`src/rtl/counter_sw_ar_pkg.sv`:
```
// Shared types and sizing helpers for the push-button up/down counter.
//   rep_state_e : per-button press / auto-repeat state
//   max3        : largest of three cycle counts
//   cnt_width   : bits needed for a counter running 0 .. n-1 (at least 1)
package counter_sw_pkg;

   typedef enum logic [1:0] {
      IDLE,
      DELAY,
      REPEAT_SLOW,
      REPEAT_FAST
   } rep_state_e;

   function automatic int unsigned max3(input int unsigned a,
                                        input int unsigned b,
                                        input int unsigned c);
      int unsigned m;
      m = a;
      if (b > m) m = b;
      if (c > m) m = c;
      return m;
   endfunction

   function automatic int unsigned cnt_width(input int unsigned n);
      return (n <= 2) ? 1 : $clog2(n);
   endfunction

endpackage

```
`src/rtl/counter_sw_ar_if.sv`:
```
// Button/counter bundle between board-side logic and the counter.
//   switch_up_i / switch_down_i : raw active-low buttons (asynchronous)
//   mode_i                      : 0 saturate, 1 wrap
//   load_i / load_val_i         : single-cycle load strobe and value
//   counter_o, at_min_o, at_max_o, up_tick_o, down_tick_o : counter state
// slave is the counter side, master the side that drives the buttons.
interface counter_sw_ar_if #(
   parameter int unsigned WIDTH = 8
);
   logic             switch_up_i;
   logic             switch_down_i;
   logic             mode_i;
   logic             load_i;
   logic [WIDTH-1:0] load_val_i;
   logic [WIDTH-1:0] counter_o;
   logic             at_min_o;
   logic             at_max_o;
   logic             up_tick_o;
   logic             down_tick_o;

   modport master (
      output switch_up_i, switch_down_i, mode_i, load_i, load_val_i,
      input  counter_o, at_min_o, at_max_o, up_tick_o, down_tick_o
   );

   modport slave (
      input  switch_up_i, switch_down_i, mode_i, load_i, load_val_i,
      output counter_o, at_min_o, at_max_o, up_tick_o, down_tick_o
   );
endinterface

```
`src/rtl/counter_sw_ar_btn_repeat.sv`:
```
// One push button: 2-FF synchroniser, debounce, press / auto-repeat FSM.
//   clk_i     : clock
//   reset_i   : synchronous reset, active high
//   switch_ni : raw button, active low, asynchronous
//   tick_o    : registered 1-cycle pulse per press / repeat event
module btn_repeat
   import counter_sw_pkg::*;
#(
   parameter int unsigned DEBOUNCE_CYCLES  = 500_000,
   parameter int unsigned REPEAT_DELAY     = 15_000_000,
   parameter int unsigned REPEAT_RATE      = 5_000_000,
   parameter int unsigned REPEAT_RATE_FAST = 1_000_000,
   parameter int unsigned FAST_AFTER       = 8
) (
   input  logic clk_i,
   input  logic reset_i,
   input  logic switch_ni,
   output logic tick_o
);

   localparam int unsigned DB_W  = cnt_width(DEBOUNCE_CYCLES);
   localparam int unsigned TMR_W = cnt_width(max3(REPEAT_DELAY, REPEAT_RATE, REPEAT_RATE_FAST));
   localparam int unsigned REP_W = cnt_width(FAST_AFTER);

   localparam logic [DB_W-1:0]  DB_LAST    = DB_W'(DEBOUNCE_CYCLES - 1);
   localparam logic [TMR_W-1:0] DELAY_LAST = TMR_W'(REPEAT_DELAY - 1);
   localparam logic [TMR_W-1:0] RATE_LAST  = TMR_W'(REPEAT_RATE - 1);
   localparam logic [TMR_W-1:0] FAST_LAST  = TMR_W'(REPEAT_RATE_FAST - 1);
   localparam logic [REP_W-1:0] REP_LAST   = REP_W'((FAST_AFTER > 0) ? FAST_AFTER - 1 : 0);

   logic [1:0]       sync_q;
   logic             db_q;
   logic [DB_W-1:0]  db_cnt_q;
   rep_state_e       state_q, state_d;
   logic [TMR_W-1:0] timer_q, timer_d;
   logic [REP_W-1:0] rep_q, rep_d;
   logic             tick_q, tick_d;

   // sync_q holds the inverted (active-high "pressed") level
   always_ff @(posedge clk_i) begin
      if (reset_i) begin
         sync_q   <= '0;
         db_q     <= 1'b0;
         db_cnt_q <= '0;
      end else begin
         sync_q <= {sync_q[0], ~switch_ni};
         if (sync_q[1] == db_q) begin
            db_cnt_q <= '0;
         end else if (db_cnt_q == DB_LAST) begin
            db_q     <= sync_q[1];
            db_cnt_q <= '0;
         end else begin
            db_cnt_q <= db_cnt_q + 1'b1;
         end
      end
   end

   always_ff @(posedge clk_i) begin
      if (reset_i) begin
         state_q <= IDLE;
         timer_q <= '0;
         rep_q   <= '0;
         tick_q  <= 1'b0;
      end else begin
         state_q <= state_d;
         timer_q <= timer_d;
         rep_q   <= rep_d;
         tick_q  <= tick_d;
      end
   end

   always_comb begin
      state_d = state_q;
      timer_d = timer_q;
      rep_d   = rep_q;
      tick_d  = 1'b0;
      if (!db_q) begin
         state_d = IDLE;
         timer_d = '0;
         rep_d   = '0;
      end else begin
         unique case (state_q)
            IDLE: begin
               tick_d  = 1'b1;
               state_d = DELAY;
               timer_d = '0;
            end
            DELAY: begin
               if (timer_q == DELAY_LAST) begin
                  tick_d  = 1'b1;
                  timer_d = '0;
                  rep_d   = '0;
                  state_d = (FAST_AFTER == 0) ? REPEAT_FAST : REPEAT_SLOW;
               end else begin
                  timer_d = timer_q + 1'b1;
               end
            end
            REPEAT_SLOW: begin
               if (timer_q == RATE_LAST) begin
                  tick_d  = 1'b1;
                  timer_d = '0;
                  rep_d   = rep_q + 1'b1;
                  if (rep_q == REP_LAST) state_d = REPEAT_FAST;
               end else begin
                  timer_d = timer_q + 1'b1;
               end
            end
            REPEAT_FAST: begin
               if (timer_q == FAST_LAST) begin
                  tick_d  = 1'b1;
                  timer_d = '0;
               end else begin
                  timer_d = timer_q + 1'b1;
               end
            end
            default: state_d = IDLE;
         endcase
      end
   end

   assign tick_o = tick_q;

endmodule

```
`src/rtl/counter_sw_ar.sv`:
```
// Up/down counter driven by two debounced, auto-repeating push buttons.
//   clk_i   : clock
//   reset_i : synchronous reset, active high
//   bus     : counter_sw_ar_if.slave -- buttons, mode, load in; value,
//             bound flags and applied-tick pulses out
module counter_sw_ar
   import counter_sw_pkg::*;
#(
   parameter int unsigned WIDTH            = 8,
   parameter int unsigned STEP             = 1,
   parameter int unsigned MIN_VAL          = 0,
   parameter int unsigned MAX_VAL          = 255,
   parameter int unsigned RESET_VAL        = 0,
   parameter int unsigned DEBOUNCE_CYCLES  = 500_000,
   parameter int unsigned REPEAT_DELAY     = 15_000_000,
   parameter int unsigned REPEAT_RATE      = 5_000_000,
   parameter int unsigned REPEAT_RATE_FAST = 1_000_000,
   parameter int unsigned FAST_AFTER       = 8
) (
   input  logic           clk_i,
   input  logic           reset_i,
   counter_sw_ar_if.slave bus
);

   localparam int unsigned AW = WIDTH + 2;
   typedef logic signed [AW-1:0] sval_t;

   localparam sval_t STEP_S = sval_t'(STEP);
   localparam sval_t MIN_S  = sval_t'(MIN_VAL);
   localparam sval_t MAX_S  = sval_t'(MAX_VAL);
   localparam sval_t ONE_S  = sval_t'(1);
   localparam logic [WIDTH-1:0] MIN_U = WIDTH'(MIN_VAL);
   localparam logic [WIDTH-1:0] MAX_U = WIDTH'(MAX_VAL);
   localparam logic [WIDTH-1:0] RST_U = WIDTH'(RESET_VAL);

   logic             up_raw, dn_raw;
   logic             up_tick_q, dn_tick_q;
   logic [WIDTH-1:0] count_q;
   sval_t            cur_s, load_s, up_v, dn_v, up_w, dn_w, load_w;
   logic [WIDTH-1:0] up_next, dn_next, load_next;

   btn_repeat #(
      .DEBOUNCE_CYCLES (DEBOUNCE_CYCLES),
      .REPEAT_DELAY    (REPEAT_DELAY),
      .REPEAT_RATE     (REPEAT_RATE),
      .REPEAT_RATE_FAST(REPEAT_RATE_FAST),
      .FAST_AFTER      (FAST_AFTER)
   ) u_btn_up (
      .clk_i    (clk_i),
      .reset_i  (reset_i),
      .switch_ni(bus.switch_up_i),
      .tick_o   (up_raw)
   );

   btn_repeat #(
      .DEBOUNCE_CYCLES (DEBOUNCE_CYCLES),
      .REPEAT_DELAY    (REPEAT_DELAY),
      .REPEAT_RATE     (REPEAT_RATE),
      .REPEAT_RATE_FAST(REPEAT_RATE_FAST),
      .FAST_AFTER      (FAST_AFTER)
   ) u_btn_dn (
      .clk_i    (clk_i),
      .reset_i  (reset_i),
      .switch_ni(bus.switch_down_i),
      .tick_o   (dn_raw)
   );

   // Signed arithmetic two bits wider than the counter so neither c+STEP
   // nor c-STEP can overflow before the bound checks.
   always_comb begin
      cur_s  = sval_t'({2'b00, count_q});
      load_s = sval_t'({2'b00, bus.load_val_i});
      up_v   = cur_s + STEP_S;
      dn_v   = cur_s - STEP_S;

      up_w = up_v;
      if (up_v > MAX_S) up_w = bus.mode_i ? (MIN_S + (up_v - MAX_S - ONE_S)) : MAX_S;
      dn_w = dn_v;
      if (dn_v < MIN_S) dn_w = bus.mode_i ? (MAX_S - (MIN_S - dn_v - ONE_S)) : MIN_S;

      load_w = load_s;
      if (load_s < MIN_S)      load_w = MIN_S;
      else if (load_s > MAX_S) load_w = MAX_S;

      up_next   = WIDTH'(up_w);
      dn_next   = WIDTH'(dn_w);
      load_next = WIDTH'(load_w);
   end

   // The applied-tick register sits between the button FSMs and the counter:
   // simultaneous up/down or a concurrent load cancels the tick here, and the
   // counter takes the surviving tick one cycle later (a load then still wins).
   always_ff @(posedge clk_i) begin
      if (reset_i) begin
         count_q   <= RST_U;
         up_tick_q <= 1'b0;
         dn_tick_q <= 1'b0;
      end else begin
         up_tick_q <= up_raw & ~dn_raw & ~bus.load_i;
         dn_tick_q <= dn_raw & ~up_raw & ~bus.load_i;
         if (bus.load_i)     count_q <= load_next;
         else if (up_tick_q) count_q <= up_next;
         else if (dn_tick_q) count_q <= dn_next;
      end
   end

   assign bus.counter_o   = count_q;
   assign bus.at_min_o    = (count_q == MIN_U);
   assign bus.at_max_o    = (count_q == MAX_U);
   assign bus.up_tick_o   = up_tick_q;
   assign bus.down_tick_o = dn_tick_q;

endmodule

```
`src/flat_wrapper.sv`:
```
// flat-port wrapper written by rule: the top's interface ports become plain ports
module counter_sw_ar_flat import counter_sw_pkg::*;
#(
   parameter int unsigned WIDTH            = 8,
   parameter int unsigned STEP             = 1,
   parameter int unsigned MIN_VAL          = 0,
   parameter int unsigned MAX_VAL          = 255,
   parameter int unsigned RESET_VAL        = 0,
   parameter int unsigned DEBOUNCE_CYCLES  = 500_000,
   parameter int unsigned REPEAT_DELAY     = 15_000_000,
   parameter int unsigned REPEAT_RATE      = 5_000_000,
   parameter int unsigned REPEAT_RATE_FAST = 1_000_000,
   parameter int unsigned FAST_AFTER       = 8
)
  (clk_i, reset_i, bus_switch_up_i, bus_switch_down_i, bus_mode_i, bus_load_i, bus_load_val_i, bus_counter_o, bus_at_min_o, bus_at_max_o, bus_up_tick_o, bus_down_tick_o);
  counter_sw_ar_if #(.WIDTH(WIDTH)) bus_i ();
  input  logic clk_i;
  input  logic reset_i;
  input wire logic [$bits(bus_i.switch_up_i)-1:0] bus_switch_up_i;
  input wire logic [$bits(bus_i.switch_down_i)-1:0] bus_switch_down_i;
  input wire logic [$bits(bus_i.mode_i)-1:0] bus_mode_i;
  input wire logic [$bits(bus_i.load_i)-1:0] bus_load_i;
  input wire logic [$bits(bus_i.load_val_i)-1:0] bus_load_val_i;
  output wire logic [$bits(bus_i.counter_o)-1:0] bus_counter_o;
  output wire logic [$bits(bus_i.at_min_o)-1:0] bus_at_min_o;
  output wire logic [$bits(bus_i.at_max_o)-1:0] bus_at_max_o;
  output wire logic [$bits(bus_i.up_tick_o)-1:0] bus_up_tick_o;
  output wire logic [$bits(bus_i.down_tick_o)-1:0] bus_down_tick_o;
  assign bus_i.switch_up_i = bus_switch_up_i;
  assign bus_i.switch_down_i = bus_switch_down_i;
  assign bus_i.mode_i = bus_mode_i;
  assign bus_i.load_i = bus_load_i;
  assign bus_i.load_val_i = bus_load_val_i;
  assign bus_counter_o = bus_i.counter_o;
  assign bus_at_min_o = bus_i.at_min_o;
  assign bus_at_max_o = bus_i.at_max_o;
  assign bus_up_tick_o = bus_i.up_tick_o;
  assign bus_down_tick_o = bus_i.down_tick_o;
  counter_sw_ar #(.WIDTH(WIDTH), .STEP(STEP), .MIN_VAL(MIN_VAL), .MAX_VAL(MAX_VAL), .RESET_VAL(RESET_VAL), .DEBOUNCE_CYCLES(DEBOUNCE_CYCLES), .REPEAT_DELAY(REPEAT_DELAY), .REPEAT_RATE(REPEAT_RATE), .REPEAT_RATE_FAST(REPEAT_RATE_FAST), .FAST_AFTER(FAST_AFTER)) u_core (.clk_i(clk_i), .reset_i(reset_i), .bus(bus_i));
endmodule
```
`config.mk`:
```
export PLATFORM = sky130hd
export DESIGN_NAME = counter_sw_ar_flat
export DESIGN_NICKNAME = d
export VERILOG_FILES = /design/src/rtl/counter_sw_ar_pkg.sv /design/src/rtl/counter_sw_ar_if.sv /design/src/rtl/counter_sw_ar_btn_repeat.sv /design/src/rtl/counter_sw_ar.sv /design/src/flat_wrapper.sv
export SDC_FILE = /design/constraint.sdc
export NUM_CORES = 1
export LEC_CHECK = 0
export ABC_AREA = 1
export BUFFER_PORTS_ARGS = -buffer_cell sky130_fd_sc_hd__buf_2
export CAP_MARGIN = 30
export CORE_MARGIN = 1
export CORE_UTILIZATION = 65
export DETAILED_ROUTE_END_ITERATION = 10
export GPL_TIMING_DRIVEN = 0
export PLACE_DENSITY_LB_ADDON = 0.2
export SYNTH_ARGS = -nofsm -noshare
export SYNTH_HDL_FRONTEND = slang
export SYNTH_SLANG_ARGS = --single-unit
```
`constraint.sdc`:
```
create_clock -name clk_i -period 3.5 [get_ports clk_i]
set_clock_uncertainty 0.2 [all_clocks]
set_input_delay 0.525 -clock clk_i [delete_from_list [all_inputs] [get_ports clk_i]]
set_output_delay 0.525 -clock clk_i [all_outputs]
set_load 0.01 [all_outputs]
```
After elaboration in Yosys (flattened, before gate mapping). Cells that the tools add are included.

Muxes and demuxes: 37. Bitwise gates (word level): 13. Eq/ne operators: 25. Reductions and logical operators: 18. $lt $le $gt $ge: 2. Add/subtract/negate cells: 13.

Operators with widths (number): $pmux W24 S4 (2); $mux W24 (6); $mux W8 (7); $add A24 B1 Y24 const B (2); $eq A24 B20 Y1 const B (2); $eq A24 B23 Y1 const B (2); $eq A24 B24 Y1 const B (2); $add A19 B1 Y19 const B (2); $eq A19 B19 Y1 const B (2); $sub A1 B8 Y8 const A (2); $sub A8 B2 Y8 const B (2); $mux W2 (6); $mux W3 (4); $ne A2 B2 Y1 const B (6); $pmux W2 S3 (2); $pmux W3 S2 (2); $add A8 B1 Y9 const B (1); $gt A9 B8 Y1 const B (1); $lt A9 B1 Y1 const B (1); $not A1 Y1 (9); $reduce_bool A3 Y1 (3); $sub A8 B1 Y9 const B (1); $eq A2 B2 Y1 const B (4); $eq A8 B8 Y1 const B (1); other kinds (16) (36).

Output and inout port bits: 12. Flip-flop bits (word level): 114. Bits of input ports: 14. Word-level logic and storage cells: 125.

Logic depth before layout (Yosys ltp).
Depth after elaboration: 9. Mapped depth: 13. Depth with buffers taken out: 13.

By module. Synthesis repeated with hierarchy kept, for this count alone.

Cell total of the unflattened synthesis: 941. Area total of the unflattened synthesis: 6470.0 µm².

By module, submodules not included: btn_repeat at u_core.u_btn_up (times used 1, seq. area each 1041.0 µm², cells each 383, area each 2807.7 µm²); btn_repeat at u_core.u_btn_dn (times used 1, seq. area each 1041.0 µm², cells each 384, area each 2693.8 µm²); counter_sw_ar (times used 1, seq. area each 200.2 µm², cells each 174, area each 968.4 µm²).

Worst setup path after synthesis. No wires, ideal clock.

Path type: reg-to-reg. Start: register u_core.count_q[0], in the netlist u_core.bus.counter_o[0]. End: register u_core.count_q[4], in the netlist u_core.bus.counter_o[4]. Setup time: 71 ps. Setup slack: 1545 ps. Stages on the path, launching flop included: 13. Arrival: 1684 ps. Buffers on the path: 0. Required time: 3229 ps. Clock period less this slack: 1955 ps. Cells stage by stage: dfxtp_1 inv_1 ha_1 or2_2 nor2_1 nand2_1 nor2_1 nand3_1 nand2_1 nand2_1 nand2_1 nand2_1 a21oi_1.

Longest elaborated chain between the ends: 9. Elaborated cells on any way between the ends: 16. Those cells by class: add/sub: 7; order compare: 2; mux: 7.

Ends and longest elaborated chain: from (decl) (line counter_sw_ar.sv:38) `logic [WIDTH-1:0] count_q;`; from (signal assigned) (line counter_sw_ar.sv:101) `if (bus.load_i) count_q <= load_next;`; from (signal assigned) (line counter_sw_ar.sv:102) `else if (up_tick_q) count_q <= up_next;`; from (signal assigned) (line counter_sw_ar.sv:103) `else if (dn_tick_q) count_q <= dn_next;`; $sub A8 B1 Y9 (line counter_sw_ar.sv:74) `dn_v = cur_s - STEP_S;`; $sub A1 B8 Y8 (line counter_sw_ar.sv:79) `if (dn_v < MIN_S) dn_w = bus.mode_i ? (MAX_S - (MIN_S - dn_v - ONE_S)) : MIN_S;`; $sub A8 B2 Y8 (line counter_sw_ar.sv:79); $sub A1 B8 Y8 (line counter_sw_ar.sv:79); $mux W8 (2 in a row) (line counter_sw_ar.sv:79); $mux W8 (line counter_sw_ar.sv:103); $mux W8 (*) (line counter_sw_ar.sv:102); $mux W8 (*) (line counter_sw_ar.sv:101).

Mark *: on every way between the ends. The rest lies on a longest branch, timed or not. The select of a mux whose other input is x is not followed. A chain may end at the register's enable or synchronous reset.

Worst setup path in the final report.
Start: register u_core.count_q[1], in the netlist u_core.bus.counter_o[1]. End: output port bus_at_max_o.

Longest elaborated chain between the ends: 1.

Ends and longest elaborated chain: $eq A8 B8 Y1 (line counter_sw_ar.sv:109) `assign bus.at_max_o = (count_q == MAX_U);`; to (decl) (line flat_wrapper.sv:26) `output wire logic [$bits(bus_i.at_max_o)-1:0] bus_at_max_o;`.

No other way between the ends.

==> impl_metrics.env <==
export IMPL_cts_sinks=114
export IMPL_port_buffers=25
export IMPL_worst_pin_slew_ns=0.539
export IMPL_slew_violations=0
export IMPL_synth_edf_count=0
export IMPL_max_slew_margin_pct=64.1
export IMPL_yosysTopAreaCell="dfxtp_1"
export IMPL_grt_pass1_vias=5485
export IMPL_die_w_um=100
export IMPL_start_kind="register"
export IMPL_cts_buffers=17
export IMPL_via_count=5896
export IMPL_layout_common_cells="nand2_1 (172), nor2_1 (151), inv_1 (132)"
export IMPL_wl_per_cell_um=12.4
export IMPL_rsz0062_at_grt="false"
export IMPL_setup_violations=0
export IMPL_ctsResizeCount=0
export IMPL_ctsRootBufferMaster="clkbuf_8"
export IMPL_r2r_start="u_core.u_btn_dn.timer_q[0]"
export IMPL_status="completed"
export IMPL_place_inst=1073
export IMPL_grtUsageTotal_pct=28.9
export IMPL_die_area_mm2=0.0101
export IMPL_fmax_mhz=393
export IMPL_antenna_left=0
export IMPL_postCtsSetupBuffers=0
export IMPL_synthCells=919
export IMPL_cp_required_ns=2.77
export IMPL_finalPower_mw=3.17
export IMPL_min_period_over_period_pct=72.8
export IMPL_initial_core_util_pct=67.6
export IMPL_startpoint="u_core.bus.counter_o[1]"
export IMPL_period_needed_ns=2.55
export IMPL_fin_tns_setup_ns=0
export IMPL_postCtsHoldBufs=2
export IMPL_r2r_cells=9
export IMPL_synth_distinct_cells=38
export IMPL_ys_top_cells_by_area="dfxtp_1 (36%), nand2_1 (10%), nor2_1 (9.0%)"
export IMPL_clock_latency_ns=0.52
export IMPL_final_common_cell="nand2_1"
export IMPL_yosysWarnings=0
export IMPL_area_growth_pct=14.1
export IMPL_leakage_nw=2.78
export IMPL_grt_pass1_wl_um=23400
export IMPL_clock_path_buffers=2
export IMPL_hold_class="in2reg"
export IMPL_fin_cells=1106
export IMPL_syn_nets=955
export IMPL_synth_seq_cells=114
export IMPL_coreArea_mm2=0.00933
export IMPL_rows=35
export IMPL_cp_max_fo=8
export IMPL_dp_hpwl_um=9600
export IMPL_detail_route_iter0_violations=267
export IMPL_antenna_found_initial=0
export IMPL_clkTransAtPathRegs_ns=0.06
export IMPL_viasPerCell=5.33
export IMPL_io_pins=26
export IMPL_hold_depth=2
export IMPL_synth_async_reset_ratio_pct=0
export IMPL_antennaDiodeCount=0
export IMPL_cp_endpoint="bus_at_max_o"
export IMPL_drt_total_wl_um=13800
export IMPL_syn_area_per_cell_um2=6.86
export IMPL_path_class="reg2out"
export IMPL_die_h_um=100
export IMPL_cts_htree_levels=4
export IMPL_ys_flop_type="dfxtp_1"
export IMPL_netlist_area_mm2=0.00630
export IMPL_cts_tree="built"
export IMPL_synth_yosys_seq_area_share_pct=36.2
export IMPL_drive_gt1_share_pct=9.83
export IMPL_rr_endpoint="u_core.u_btn_dn.timer_q[16]"
export IMPL_globalplace_congestion=0.921
export IMPL_grt_start_max_net_pins=17
export IMPL_cp_data_arrival_time_ns=1.82
export IMPL_ir_drop_mv=0.476
export IMPL_grt_overflow_total=0
export IMPL_critPathCaptureType="primary output"
export IMPL_dr_pass1_iters=5
export IMPL_rrSetupSlack_ns=1.23
export IMPL_finalHoldViolations=0
export IMPL_finalNetCount=1001
export IMPL_synth_top_cell_area_share_pct=36.2
export IMPL_route_detailed_drc=0
export IMPL_power_density_mw_per_mm2=440
export IMPL_maxCapViolCount=0
export IMPL_fin_util_pct=77.1
-- power breakdown --
part	internal, mW	switching, mW
logic	0.0542	0.0865
registers	1.31	0.0118
clock network	1.11	0.593
-- routing by layer --
metal	share of wire [%]	GRT usage (%)
met2	48	48.9
met3	5.0	6.24
met4	1.2	9.70
met1	46	36.5
met5	0	0
-- stage by stage --
step           instance area, µm²  hold slack, ns  worst slack, ns
2_1_floorplan                6300           0.188             1.55
3_3_place_gp                 6590           0.190             1.30
3_5_place_dp                 6590           0.198             1.29
4_1_cts                      7190          0.0375            0.938
5_1_grt                      7190          0.0467            0.810
6_report                     7190          0.0490            0.954
-- registers in the layout, summed over array words and instances, names as in the netlist, 2 cells and up --
signal                    flops
u_core.u_btn_dn.timer_q      24
u_core.u_btn_up.timer_q      24
u_core.u_btn_dn.db_cnt_q     19
u_core.u_btn_up.db_cnt_q     19
u_core.bus.counter_o          8
u_core.u_btn_dn.rep_q         3
u_core.u_btn_up.rep_q         3
u_core.u_btn_dn.state_q       2
u_core.u_btn_dn.sync_q        2
u_core.u_btn_up.state_q       2
u_core.u_btn_up.sync_q        2
-- cell usage after synthesis, types with 2 or more instances --
master    count
nor4_1       14
nor3_2        6
xnor2_1       9
nor3_1       42
xor2_1       34
nand4_1      30
nand2_1     172
or2_2         8
nor4_2        2
o21bai_1      6
nor3b_1       4
a211oi_1      2
clkbuf_1      3
nor2_1      151
buf_2         3
ha_1         22
nand2_2       5
o21a_1        4
a21oi_1      44
inv_2         4
buf_6         4
nand3_1      59
o21ai_0      26
nand3_2       2
inv_1       132
nor2_2        3
nand3b_1      3
dfxtp_1     114
nand2_4       2
-- worst max-delay path, stage by stage, from the launching register on --
cell	delay [ns]
dfxtp_1	0.47
ha_1	0.24
nand2_1	0.10
nor2_1	0.15
nand3_1	0.13
inv_1	0.09
buf_2	0.12
-- how the worst min path moves through the flow --
stage | start | endpoint
2_1_floorplan | u_core.u_btn_dn.sync_q[0] | u_core.u_btn_dn.sync_q[1]
3_3_place_gp | u_core.u_btn_dn.sync_q[0] | u_core.u_btn_dn.sync_q[1]
3_5_place_dp | u_core.u_btn_up.sync_q[0] | u_core.u_btn_up.sync_q[1]
4_1_cts | reset_i | u_core.u_btn_dn.db_q
5_1_grt | reset_i | u_core.u_btn_dn.db_q
6_report | reset_i | u_core.u_btn_dn.db_q
-- logic make-up (layout without fill, tap and decap cells) --
group           after synthesis  count (layout)  synth area share, %
compound gates               86              86                 7.42
fa+ha+maj                    22              22                 4.37
buf+inv                     146             204                 9.23
simple gates                508             508                 36.8
flops                       114             114                 36.2
xor+xnor                     43              43                 5.97
-- area by class of cell --
type / instances / area, µm²
repair buffers: 27 / 145
plain buffers: 10 / 71.3
fillers: 713 / 2130
well taps: 129 / 161
clock inverters: 10 / 134
inverters: 136 / 510
clock buffers: 21 / 449
flip-flops and latches: 114 / 2280
multi-input cells: 659 / 3440
No activity file was read; power rests on OpenSTA's default activity.
